<file path="src/rtl/rf_wb_arbiter.sv">
// Two-requester register-file writeback arbiter with single-entry skid buffers and bounded starvation of wb1.
// Optional pending-write scoreboard (busy_out) is built only when RF_WB_SCOREBOARD_EN is defined.
module rf_wb_arbiter #(
  parameter int unsigned STARVE_LIMIT = 4
) (
  input  logic        aclk,
  input  logic        areset,
  input  logic        wb0_valid_in,
  output logic        wb0_ready_out,
  input  logic [4:0]  wb0_rd_in,
  input  logic [31:0] wb0_data_in,
  input  logic        wb1_valid_in,
  output logic        wb1_ready_out,
  input  logic [4:0]  wb1_rd_in,
  input  logic [31:0] wb1_data_in,
  input  logic        sb_set_valid_in,
  input  logic [4:0]  sb_set_rd_in,
  output logic [31:0] busy_out,
  output logic        rf_we_out,
  output logic [4:0]  rf_waddr_out,
  output logic [31:0] rf_wdata_out
);

  localparam int unsigned REG_AW = 5;
  localparam int unsigned XLEN   = 32;
  localparam int unsigned NREGS  = 32;
  localparam int unsigned CNT_W  = 4;
  localparam logic [CNT_W-1:0] LIMIT = CNT_W'(STARVE_LIMIT);

  logic              full0;
  logic [REG_AW-1:0] rd0;
  logic [XLEN-1:0]   data0;
  logic              full1;
  logic [REG_AW-1:0] rd1;
  logic [XLEN-1:0]   data1;
  logic [CNT_W-1:0]  starve_cnt;

  logic starve_hit;
  logic grant0;
  logic grant1;
  logic store0;
  logic store1;

  // Grants depend only on registered state so ready never combinationally follows valid.
  always_comb begin
    starve_hit = (starve_cnt == LIMIT);
    grant0     = full0 & (~full1 | ~starve_hit);
    grant1     = full1 & (~full0 | starve_hit);
  end

  assign wb0_ready_out = ~full0 | grant0;
  assign wb1_ready_out = ~full1 | grant1;

  // Requests targeting x0 complete the handshake but are discarded.
  assign store0 = wb0_valid_in & wb0_ready_out & (wb0_rd_in != '0);
  assign store1 = wb1_valid_in & wb1_ready_out & (wb1_rd_in != '0);

  always_ff @(posedge aclk or posedge areset) begin
    if (areset) begin
      full0 <= 1'b0;
      rd0   <= '0;
      data0 <= '0;
    end else if (store0) begin
      full0 <= 1'b1;
      rd0   <= wb0_rd_in;
      data0 <= wb0_data_in;
    end else if (grant0) begin
      full0 <= 1'b0;
    end
  end

  always_ff @(posedge aclk or posedge areset) begin
    if (areset) begin
      full1 <= 1'b0;
      rd1   <= '0;
      data1 <= '0;
    end else if (store1) begin
      full1 <= 1'b1;
      rd1   <= wb1_rd_in;
      data1 <= wb1_data_in;
    end else if (grant1) begin
      full1 <= 1'b0;
    end
  end

  // Counts wb0 wins while wb1 waits; reaching LIMIT hands the next slot to wb1.
  always_ff @(posedge aclk or posedge areset) begin
    if (areset) begin
      starve_cnt <= '0;
    end else if (grant1 || !full1) begin
      starve_cnt <= '0;
    end else if (grant0 && !starve_hit) begin
      starve_cnt <= starve_cnt + CNT_W'(1);
    end
  end

  always_ff @(posedge aclk or posedge areset) begin
    if (areset) begin
      rf_we_out    <= 1'b0;
      rf_waddr_out <= '0;
      rf_wdata_out <= '0;
    end else if (grant1) begin
      rf_we_out    <= 1'b1;
      rf_waddr_out <= rd1;
      rf_wdata_out <= data1;
    end else if (grant0) begin
      rf_we_out    <= 1'b1;
      rf_waddr_out <= rd0;
      rf_wdata_out <= data0;
    end else begin
      rf_we_out    <= 1'b0;
    end
  end

`ifdef RF_WB_SCOREBOARD_EN
  logic [NREGS-1:0] busy_q;
  logic [NREGS-1:0] set_mask;
  logic [NREGS-1:0] clr_mask;

  // Set beats clear on the same register; x0 is never marked pending.
  always_comb begin
    set_mask = '0;
    clr_mask = '0;
    if (sb_set_valid_in && (sb_set_rd_in != '0)) begin
      set_mask[sb_set_rd_in] = 1'b1;
    end
    if (grant1) begin
      clr_mask[rd1] = 1'b1;
    end
  end

  always_ff @(posedge aclk or posedge areset) begin
    if (areset) begin
      busy_q <= '0;
    end else begin
      busy_q <= ((busy_q & ~clr_mask) | set_mask) & ~NREGS'(1);
    end
  end

  assign busy_out = busy_q;
`else
  logic unused_sb;
  assign unused_sb = ^{sb_set_valid_in, sb_set_rd_in};
  assign busy_out  = '0;
`endif

endmodule

</file>
<file path="config.mk">
export PLATFORM = sky130hd
export DESIGN_NAME = rf_wb_arbiter
export DESIGN_NICKNAME = d
export VERILOG_FILES = /design/src/rtl/rf_wb_arbiter.sv
export SDC_FILE = /design/constraint.sdc
export NUM_CORES = 1
export LEC_CHECK = 0
export BUFFER_PORTS_ARGS = -buffer_cell sky130_fd_sc_hd__clkbuf_2
export CAP_MARGIN = 20
export CORE_ASPECT_RATIO = 0.8
export CORE_UTILIZATION = 54
export DETAILED_ROUTE_END_ITERATION = 8
export PLACE_DENSITY = 0.87
export SYNTH_ARGS = -nofsm -noshare
export SYNTH_HDL_FRONTEND = slang
export SYNTH_SLANG_ARGS = --single-unit
</file>
<file path="constraint.sdc">
create_clock -name aclk -period 7.4 [get_ports aclk]
set_clock_uncertainty 0.2 [all_clocks]
set_input_delay 0.37 -clock aclk [delete_from_list [all_inputs] [get_ports aclk]]
set_output_delay 0.37 -clock aclk [all_outputs]
set_load 0.005 [all_outputs]
</file>
# [Word-level counts from Yosys, hierarchy flattened]
# Index checks and enable logic that the tools add are counted.
[word_totals] out_inout_bits=72 reg_bits=118 elab_cells=47 input_bits=84
[op_classes] n_addsub=1 n_eq_ne=1 reduce_logical=10 bitwise_logic=13 n_mux=12
[ops] op="32-bit two-way mux" count=2
[ops] op="5-bit two-way mux" count=2
[ops] op="5-bit nonzero test" count=2
[ops] op="4-bit two-way mux" count=2
[ops] op="2-bit nonzero test" count=4
[ops] op="1-bit AND" count=6
[ops] op="1-bit two-way mux" count=6
[ops] op="4-bit by 1-bit adder with 4-bit output (second input constant)" count=1
[ops] op="4-bit by 3-bit equality test with 1-bit output (second input constant)" count=1
[ops] op="1-bit bitwise OR" count=4
[ops] op="1-bit inverter" count=3
[ops] op="1-bit zero test" count=2
[ops] op="1-bit logical AND" count=1
[ops] op="1-bit logical OR" count=1

# [Logic depth before layout (Yosys ltp)]
# Gate-level depths: netlist (run 1).
[depth] word_depth=8 ltp_mapped=8 depth_no_buf=6

# [Worst setup path after synthesis (run 1)]
# OpenSTA, ideal clock, no wires.
[synth_timing] path_type="reg-to-reg" startpoint="register starve_cnt[0]" endpoint="register data0[10]" setup_ns=0.125 period_less_slack_ns=1.980 slack_ns=5.420 path_buffers=2 stages_incl_launch_ff=9 t_arrival_ns=1.655 required_ns=7.075 cell_sequence="dfrtp_1 > inv_1 > ha_1 > nand3b_4 > o21a_4 > and2_1 > buf_6 > buf_6 > mux2_4"
[synth_between] elab_chain_cells=7
[synth_rtl] element="start: declaration" line_no="36" text="logic [CNT_W-1:0] starve_cnt;"
[synth_rtl] element="start signal: assignment" line_no="93" text="starve_cnt <= starve_cnt + CNT_W'(1);"
[synth_rtl] element="4-bit by 3-bit equality test with 1-bit output" line_no="46" text="starve_hit = (starve_cnt == LIMIT);"
[synth_rtl] element="1-bit inverter" line_no="47" text="grant0 = full0 & (~full1 | ~starve_hit);"
[synth_rtl] element="1-bit bitwise OR" line_no="47"
[synth_rtl] element="1-bit AND" line_no="47"
[synth_rtl] element="1-bit bitwise OR" line_no="51" text="assign wb0_ready_out = ~full0 | grant0;"
[synth_rtl] element="1-bit AND (2 in a row)" line_no="55" text="assign store0 = wb0_valid_in & wb0_ready_out & (wb0_rd_in != '0);"
[synth_rtl] element="end signal: assignment" line_no="66" text="data0 <= wb0_data_in;"
[synth_rtl] element="end: declaration" line_no="32" text="logic [XLEN-1:0] data0;"
# Every way passes these cells.
# A chain may end at the register's enable or synchronous reset.

# [Final worst setup path (run 1)]
[layout_timing] startpoint="register starve_cnt[0]" endpoint="register rf_wdata_out[2]"
[layout_between] elab_chain_cells=5 word_cells_on_any_way=8 classes_between="eq/ne (1); mux (1); bitwise (5); reduce/logical (1)"
[layout_rtl] element="4-bit by 3-bit equality test with 1-bit output (*)" line_no="46"
[layout_rtl] element="1-bit inverter" line_no="47"
[layout_rtl] element="1-bit bitwise OR" line_no="47"
[layout_rtl] element="1-bit AND" line_no="47"
[layout_rtl] element="2-bit nonzero test (no line)"
[layout_rtl] element="end signal: assignment" line_no="105" text="rf_wdata_out <= data1;"
[layout_rtl] element="end signal: assignment" line_no="109" text="rf_wdata_out <= data0;"
[layout_rtl] element="end: declaration" line_no="21" text="output logic [31:0] rf_wdata_out"
# Every way passes the cells marked *; elsewhere a longest branch is shown, timed or not.

==> impl_metrics.env, run 1 <==
export IMPL_crit_path_end_kind="flop"
export IMPL_routed_wl_mm=12.7
export IMPL_num_io_pins=156
export IMPL_grt_ovfl_total=0
export IMPL_grt_max_degree=67
export IMPL_die_x_um=114
export IMPL_drive_gt1_share_pct=39.9
export IMPL_hp_class="primary input to flop"
export IMPL_start_util_pct=56.1
export IMPL_cts_clk_slew_worst_paths_ns=0.06
export IMPL_synth_area_mm2=0.00546
export IMPL_worstMarginPinSlew_ns=1.11
export IMPL_status="finished, final reports clean"
export IMPL_finalCriticalPeriod_ns=2.93
export IMPL_clk_latency_ns=0.41
export IMPL_netlist_instances=394
export IMPL_routed_via_density=5.45
export IMPL_timing_hold_violations_final=0
export IMPL_diodes=0
export IMPL_dieHeight_um=92.0
export IMPL_tns_ns=0
export IMPL_placed_cell_area_mm2=0.00595
export IMPL_critical_path_arrival_ns=3.06
export IMPL_post_cts_resized=0
export IMPL_cts_tree="done"
export IMPL_drc_errors=0
export IMPL_first_pass_iters=4
export IMPL_place_hpwl_mm=7.20
export IMPL_fill_cells=650
export IMPL_synth_seq_cells=118
export IMPL_synth_flop_cell="dfrtp_1"
export IMPL_drtIter0Drc=314
export IMPL_hold_buffers=41
export IMPL_start_kind="flop"
export IMPL_final_cell_area_mm2=0.00703
export IMPL_syn_avg_cell_area_um2=13.9
export IMPL_final_nets=639
export IMPL_via_count=3827
export IMPL_globalRouteTotalUtil_pct=25.3
export IMPL_fmax_ghz=0.341
export IMPL_yosys_warnings=0
export IMPL_grt_antenna_before_repair=0
export IMPL_dp_cells=625
export IMPL_std_cell_rows=32
export IMPL_finalSetupViolCount=0
export IMPL_die_area_mm2=0.0105
export IMPL_slew_headroom_pct=25.7
export IMPL_cts_root_buffer="clkbuf_16"
export IMPL_postCtsSetupRepairBufs=0
export IMPL_critPathKind="flop to flop"
export IMPL_critPathRequiredTime_ns=7.53
export IMPL_timing_reg2reg_setup_slack_ns=4.47
export IMPL_async_flop_share_pct=100
export IMPL_ys_types=32
export IMPL_critPathSlowestCell="nor2b_4"
export IMPL_ys_seq_area_share_pct=54.1
export IMPL_area_delta_synth_final_pct=28.6
export IMPL_grt_pass1_vias=3967
export IMPL_clockBufferDepth=2
export IMPL_finalPower_mw=1.98
export IMPL_htreeDepth=4
export IMPL_cellLeakagePower_nw=3.48
export IMPL_gp_congestion=0.850
export IMPL_postRouteAntennaNets=0
export IMPL_synth_edff_count=0
export IMPL_wl_per_cell_um=18.1
export IMPL_layout_cells_non_filler=702
export IMPL_worstPathMaxFanout=38
export IMPL_slew_viol_final=0
export IMPL_io_buffers=117
export IMPL_cts_sinks=118
export IMPL_path_cells="inv_1 > ha_1 > nand3b_4 > and2_2 > nor2b_4 > a221o_1"
export IMPL_rsz0062_at_grt="false"
export IMPL_grt_pass1_wl_mm=19.7
export IMPL_fin_crit_sh_pct=39.6
export IMPL_maxCapViolCount=0
export IMPL_numCtsBuffers=17
export IMPL_peakVddDrop_mv=0.208
export IMPL_power_density_mw_per_mm2=282
export IMPL_max_stage_delay_ns=0.99
export IMPL_core_mm2=0.00973
-- registers in the layout (all words and copies together) (netlist names) --
signal	cells
data1	32
rf_wdata_out	32
rf_we_out	1
full0	1
rd0	5
rf_waddr_out	5
full1	1
rd1	5
starve_cnt	4
data0	32
-- metrics by stage --
stage                     hold WS [ns]  setup WS (ns)  util, %
after detailed placement         0.289           4.56     61.2
after floorplan                  0.254           3.70        -
after global placement           0.270           4.67     61.2
after CTS                    0.0000515           4.50     71.8
after global routing          0.000374           4.41     72.2
final                          0.00946           4.47     72.2
-- synth_stat cells, types with 2 or more instances --
cell type    n  share of area (%)
dfrtp_1    118                 54
mux2i_1     37                6.8
buf_1        3               0.21
o21a_4       2               0.55
nand2_1      7               0.48
mux2_2      20                4.1
mux2_4      44                 12
buf_6        4               0.82
and2_1       3               0.34
ha_1         2               0.46
o21ai_0      2               0.18
buf_4       32                4.4
clkbuf_1     5               0.34
a22o_1       9                1.4
nor2_1      41                2.8
a221o_1     37                6.8
buf_12       3                1.1
inv_1        3               0.21
buf_2        9               0.82
-- cells by family (layout without fill, tap and decap cells) --
logic type / count (synthesis) / in the layout / synth area share (%)
compound gates: 52 / 52 / 9.35
xor+xnor: 2 / 2 / 0.321
fa+ha+maj: 2 / 2 / 0.458
buf+inv: 59 / 200 / 7.90
flops: 118 / 118 / 54.1
mux: 101 / 101 / 23.0
other cells: 1 / 32 / 0.0686
simple gates: 59 / 59 / 4.86
-- worst max-delay path, delay by kind of cell, from the launching register on --
family | cells | cell delay [ns]
DFF | 1 | 0.42
adders and majority gates | 1 | 0.18
buffers and inverters | 1 | 0.08
and+or+nand+nor | 3 | 1.64
AOI/OAI and AO/OA | 1 | 0.33
-- area by class of cell --
class / count / area (µm²) / share of cell area, %
Clock buffer: 22 / 474 / 6.75
Multi-Input combinational cell: 248 / 2200 / 31.4
Sequential cell: 118 / 2950 / 42.0
Tap cell: 136 / 170 / 2.42
Inverter: 3 / 13.8 / 0.196
Clock inverter: 10 / 150 / 2.14
Timing Repair Buffer: 165 / 1060 / 15.1
-- cell usage in the layout, fill, tap and decap left out, types with 3 or more instances in the layout --
cell and instances:
mux2_2 20, clkbuf_2 117, conb_1 32, mux2_4 44, clkbuf_16 17, a221o_1 37
dlygate4sd3_1 45, mux2i_1 37, dfrtp_1 117, nor2_1 41, a22o_1 9, nand2_1 7
buf_4 3, clkbuf_8 3, bufinv_16 4, clkinv_2 6
-- worst paths after layout --
kind	from	end	cells after the start
setup / recovery	starve_cnt[0]$_DFFE_PP0P_	rf_wdata_out[2]$_DFFE_PP0P_	6
hold / removal	wb1_data_in[11]	data1[11]$_DFFE_PP0P_	2
setup reg to reg	starve_cnt[0]$_DFFE_PP0P_	rf_wdata_out[2]$_DFFE_PP0P_	6
hold reg to reg	data1[10]$_DFFE_PP0P_	rf_wdata_out[10]$_DFFE_PP0P_	1
max in group asynchronous	areset	full0$_DFFE_PP0P_	4
min in group asynchronous	areset	data0[8]$_DFFE_PP0P_	3
-- where the power goes --
part / internal (mW) / switching, mW
Combinational: 0.178 / 0.133
Sequential: 0.740 / 0.0678
Clock: 0.586 / 0.276
-- layer usage --
layer	up-vias	GRT usage, %	part of all wire, %
met5	-	0	0
met4	0	10.8	2.1
met3	24	5.68	5.6
met1	1947	31.0	43
met2	177	43.1	49
li1	1679	-	-
No activity file was read; power rests on OpenSTA's default activity.
==> run 2, diff against run 1 <==
--- a/config.mk
+++ b/config.mk
@@ -8,9 +8,9 @@
 export BUFFER_PORTS_ARGS = -buffer_cell sky130_fd_sc_hd__clkbuf_2
 export CAP_MARGIN = 20
 export CORE_ASPECT_RATIO = 0.8
-export CORE_UTILIZATION = 54
+export CORE_UTILIZATION = 47
 export DETAILED_ROUTE_END_ITERATION = 8
-export PLACE_DENSITY = 0.87
+export PLACE_DENSITY = 0.81
 export SYNTH_ARGS = -nofsm -noshare
 export SYNTH_HDL_FRONTEND = slang
 export SYNTH_SLANG_ARGS = --single-unit
==> constraint.sdc (replaced) <==
create_clock -name aclk -period 2.62 [get_ports aclk]
set_clock_uncertainty 0.2 [all_clocks]
set_input_delay 0.131 -clock aclk [delete_from_list [all_inputs] [get_ports aclk]]
set_output_delay 0.131 -clock aclk [all_outputs]
set_load 0.005 [all_outputs]
==> impl_metrics.env, run 2 (synthesized netlist as in run 1, its figures left out) <==
export IMPL_status="finished, final reports clean"
export IMPL_critPathSlowestCell="dfrtp_1"
export IMPL_cts_sinks=118
export IMPL_crit_path_end_kind="flop"
export IMPL_routed_via_density=5.23
export IMPL_clockBufferDepth=2
export IMPL_dieHeight_um=98.4
export IMPL_num_io_pins=156
export IMPL_critPathKind="flop to flop"
export IMPL_final_cell_area_mm2=0.00747
export IMPL_via_count=3952
export IMPL_critical_path_arrival_ns=2.27
export IMPL_slew_viol_final=0
export IMPL_cellLeakagePower_nw=3.65
export IMPL_globalRouteTotalUtil_pct=24.8
export IMPL_clk_latency_ns=0.41
export IMPL_reg2reg_from="starve_cnt[0]$_DFFE_PP0P_"
export IMPL_first_pass_iters=4
export IMPL_crit_end="data0[22]$_DFFE_PP0P_"
export IMPL_grt_max_degree=72
export IMPL_timing_reg2reg_setup_slack_ns=0.43
export IMPL_fmax_ghz=0.457
export IMPL_dp_cells=644
export IMPL_drive_gt1_share_pct=38.9
export IMPL_critPathLaunch="starve_cnt[0]$_DFFE_PP0P_"
export IMPL_htreeDepth=4
export IMPL_hp_class="primary input to flop"
export IMPL_grt_pass1_vias=4364
export IMPL_place_hpwl_mm=8.12
export IMPL_top_regs="data0 (32), data1 (32), rf_wdata_out (32)"
export IMPL_cts_root_buffer="clkbuf_16"
export IMPL_postRouteAntennaNets=0
export IMPL_grt_ovfl_total=0
export IMPL_maxCapViolCount=0
export IMPL_path_cells="inv_1 > ha_1 > nand3b_4 > o21a_4 > and2_2 > buf_4 > mux2_2"
export IMPL_rsz0062_at_grt="false"
export IMPL_cts_tree="done"
export IMPL_grt_antenna_before_repair=0
export IMPL_postCtsSetupRepairBufs=0
export IMPL_worstMarginPinSlew_ns=0.606
export IMPL_final_common_cell="clkbuf_2"
export IMPL_finalCriticalPeriod_ns=2.19
export IMPL_placed_cell_area_mm2=0.00607
export IMPL_finalSetupViolCount=0
export IMPL_worstSetupPathDepth=7
export IMPL_diodes=0
export IMPL_cp_num_buf_inv=2
export IMPL_std_cell_rows=34
export IMPL_final_nets=685
export IMPL_start_kind="flop"
export IMPL_peakVddDrop_mv=0.544
export IMPL_max_stage_delay_ns=0.39
export IMPL_slew_headroom_pct=59.2
export IMPL_grt_pass1_wl_mm=22.2
export IMPL_drc_errors=0
export IMPL_layout_cells_non_filler=756
export IMPL_path_delay_family="buffers and inverters"
export IMPL_routed_wl_mm=13.9
export IMPL_critPathRequiredTime_ns=2.70
export IMPL_die_area_mm2=0.0121
export IMPL_core_mm2=0.0111
export IMPL_cts_clk_slew_worst_paths_ns=0.06
export IMPL_area_delta_synth_final_pct=36.8
export IMPL_io_buffers=117
export IMPL_power_density_mw_per_mm2=746
export IMPL_gp_congestion=0.829
export IMPL_tns_ns=0
export IMPL_timing_hold_violations_final=0
export IMPL_start_util_pct=49.2
export IMPL_final_cell_mix="clkbuf_2 (117), dfrtp_1 (116), dlygate4sd3_1 (80)"
export IMPL_numCtsBuffers=17
export IMPL_die_x_um=123
export IMPL_fin_crit_sh_pct=83.5
export IMPL_worstPathMaxFanout=17
export IMPL_wl_per_cell_um=18.4
export IMPL_r2r_end="data0[22]$_DFFE_PP0P_"
export IMPL_reg2reg_depth=7
export IMPL_drtIter0Drc=193
-- run 2: changes by cell type in the layout (fill, tap and decap cells not counted) --
cell / previous run / this run
clkinvlp_4: 0 / 4
dfrtp_1: 117 / 116
dfrtp_2: 1 / 2
clkinv_4: 0 / 3
bufinv_16: 4 / 3
clkinv_2: 6 / 3
buf_4: 3 / 12
dlygate4sd3_1: 45 / 80
clkbuf_8: 3 / 1
inv_4: 1 / 0
buf_12: 0 / 2
-- run 2: repair_timing --
action | 4_1_cts | 5_1_grt
gates resized for setup | 0 | 0
setup endpoints to repair | 0 | 0
hold buffers | 80 | 0
hold endpoints to repair | 194 | 0
-- run 2: through the flow --
stage / setup WS, ns / util [%] / power [mW] / hold slack [ns]
6_report: 0.431 / 67.3 / 5.58 / 0.285
5_1_grt: 0.362 / 67.3 / 5.81 / 0.282
4_1_cts: 0.425 / 67.3 / 5.60 / 0.269
3_5_place_dp: 0.452 / 54.7 / 3.14 / -0.129
3_3_place_gp: 0.523 / 54.7 / 3.09 / -0.128
2_1_floorplan: 0.640 / - / 2.85 / 0.0445
-- run 2: final cells by class --
cell class / instances / area (µm²)
fillers: 783 / 3630
flip-flops and latches: 118 / 2960
multi-input cells: 248 / 2200
repair buffers: 211 / 1520
clock buffers: 20 / 447
well taps: 144 / 180
clock inverters: 12 / 154
inverters: 3 / 15.0
-- run 2: worst min-delay path by stage --
stage,start,endpoint,cells past startpoint
floorplan,wb0_valid_in,full0$_DFFE_PP0P_,2
finish,wb1_data_in[4],data1[4]$_DFFE_PP0P_,3
global placement,areset,rf_wdata_out[9]$_DFFE_PP0P_,2
global route,wb1_data_in[3],data1[3]$_DFFE_PP0P_,3
CTS,wb1_data_in[4],data1[4]$_DFFE_PP0P_,3
detailed placement,areset,rf_wdata_out[9]$_DFFE_PP0P_,2
-- run 2: layer usage --
metal | global-route usage (%) | share of wire [%] | vias to the layer above
li1 | - | - | 1773
met1 | 29.6 | 41 | 1999
met2 | 42.5 | 52 | 165
met3 | 6.37 | 5.7 | 15
met4 | 10.4 | 1.3 | 0
met5 | 0 | 0 | -
-- run 2: worst reg2reg max path, delay by kind of cell (launching register included) --
kind | cells | cell delay [ns]
fa+ha+maj | 1 | 0.24
compound gates | 1 | 0.18
flops | 1 | 0.39
buf+inv | 2 | 0.40
mux | 1 | 0.39
simple gates | 2 | 0.27
-- run 2: power breakdown --
group | internal (mW) | total (mW) | switching, mW
sequential | 2.09 | 2.28 | 0.189
combinational | 0.556 | 0.953 | 0.397
clock | 1.52 | 2.34 | 0.826
total | 4.16 | 5.58 | 1.41
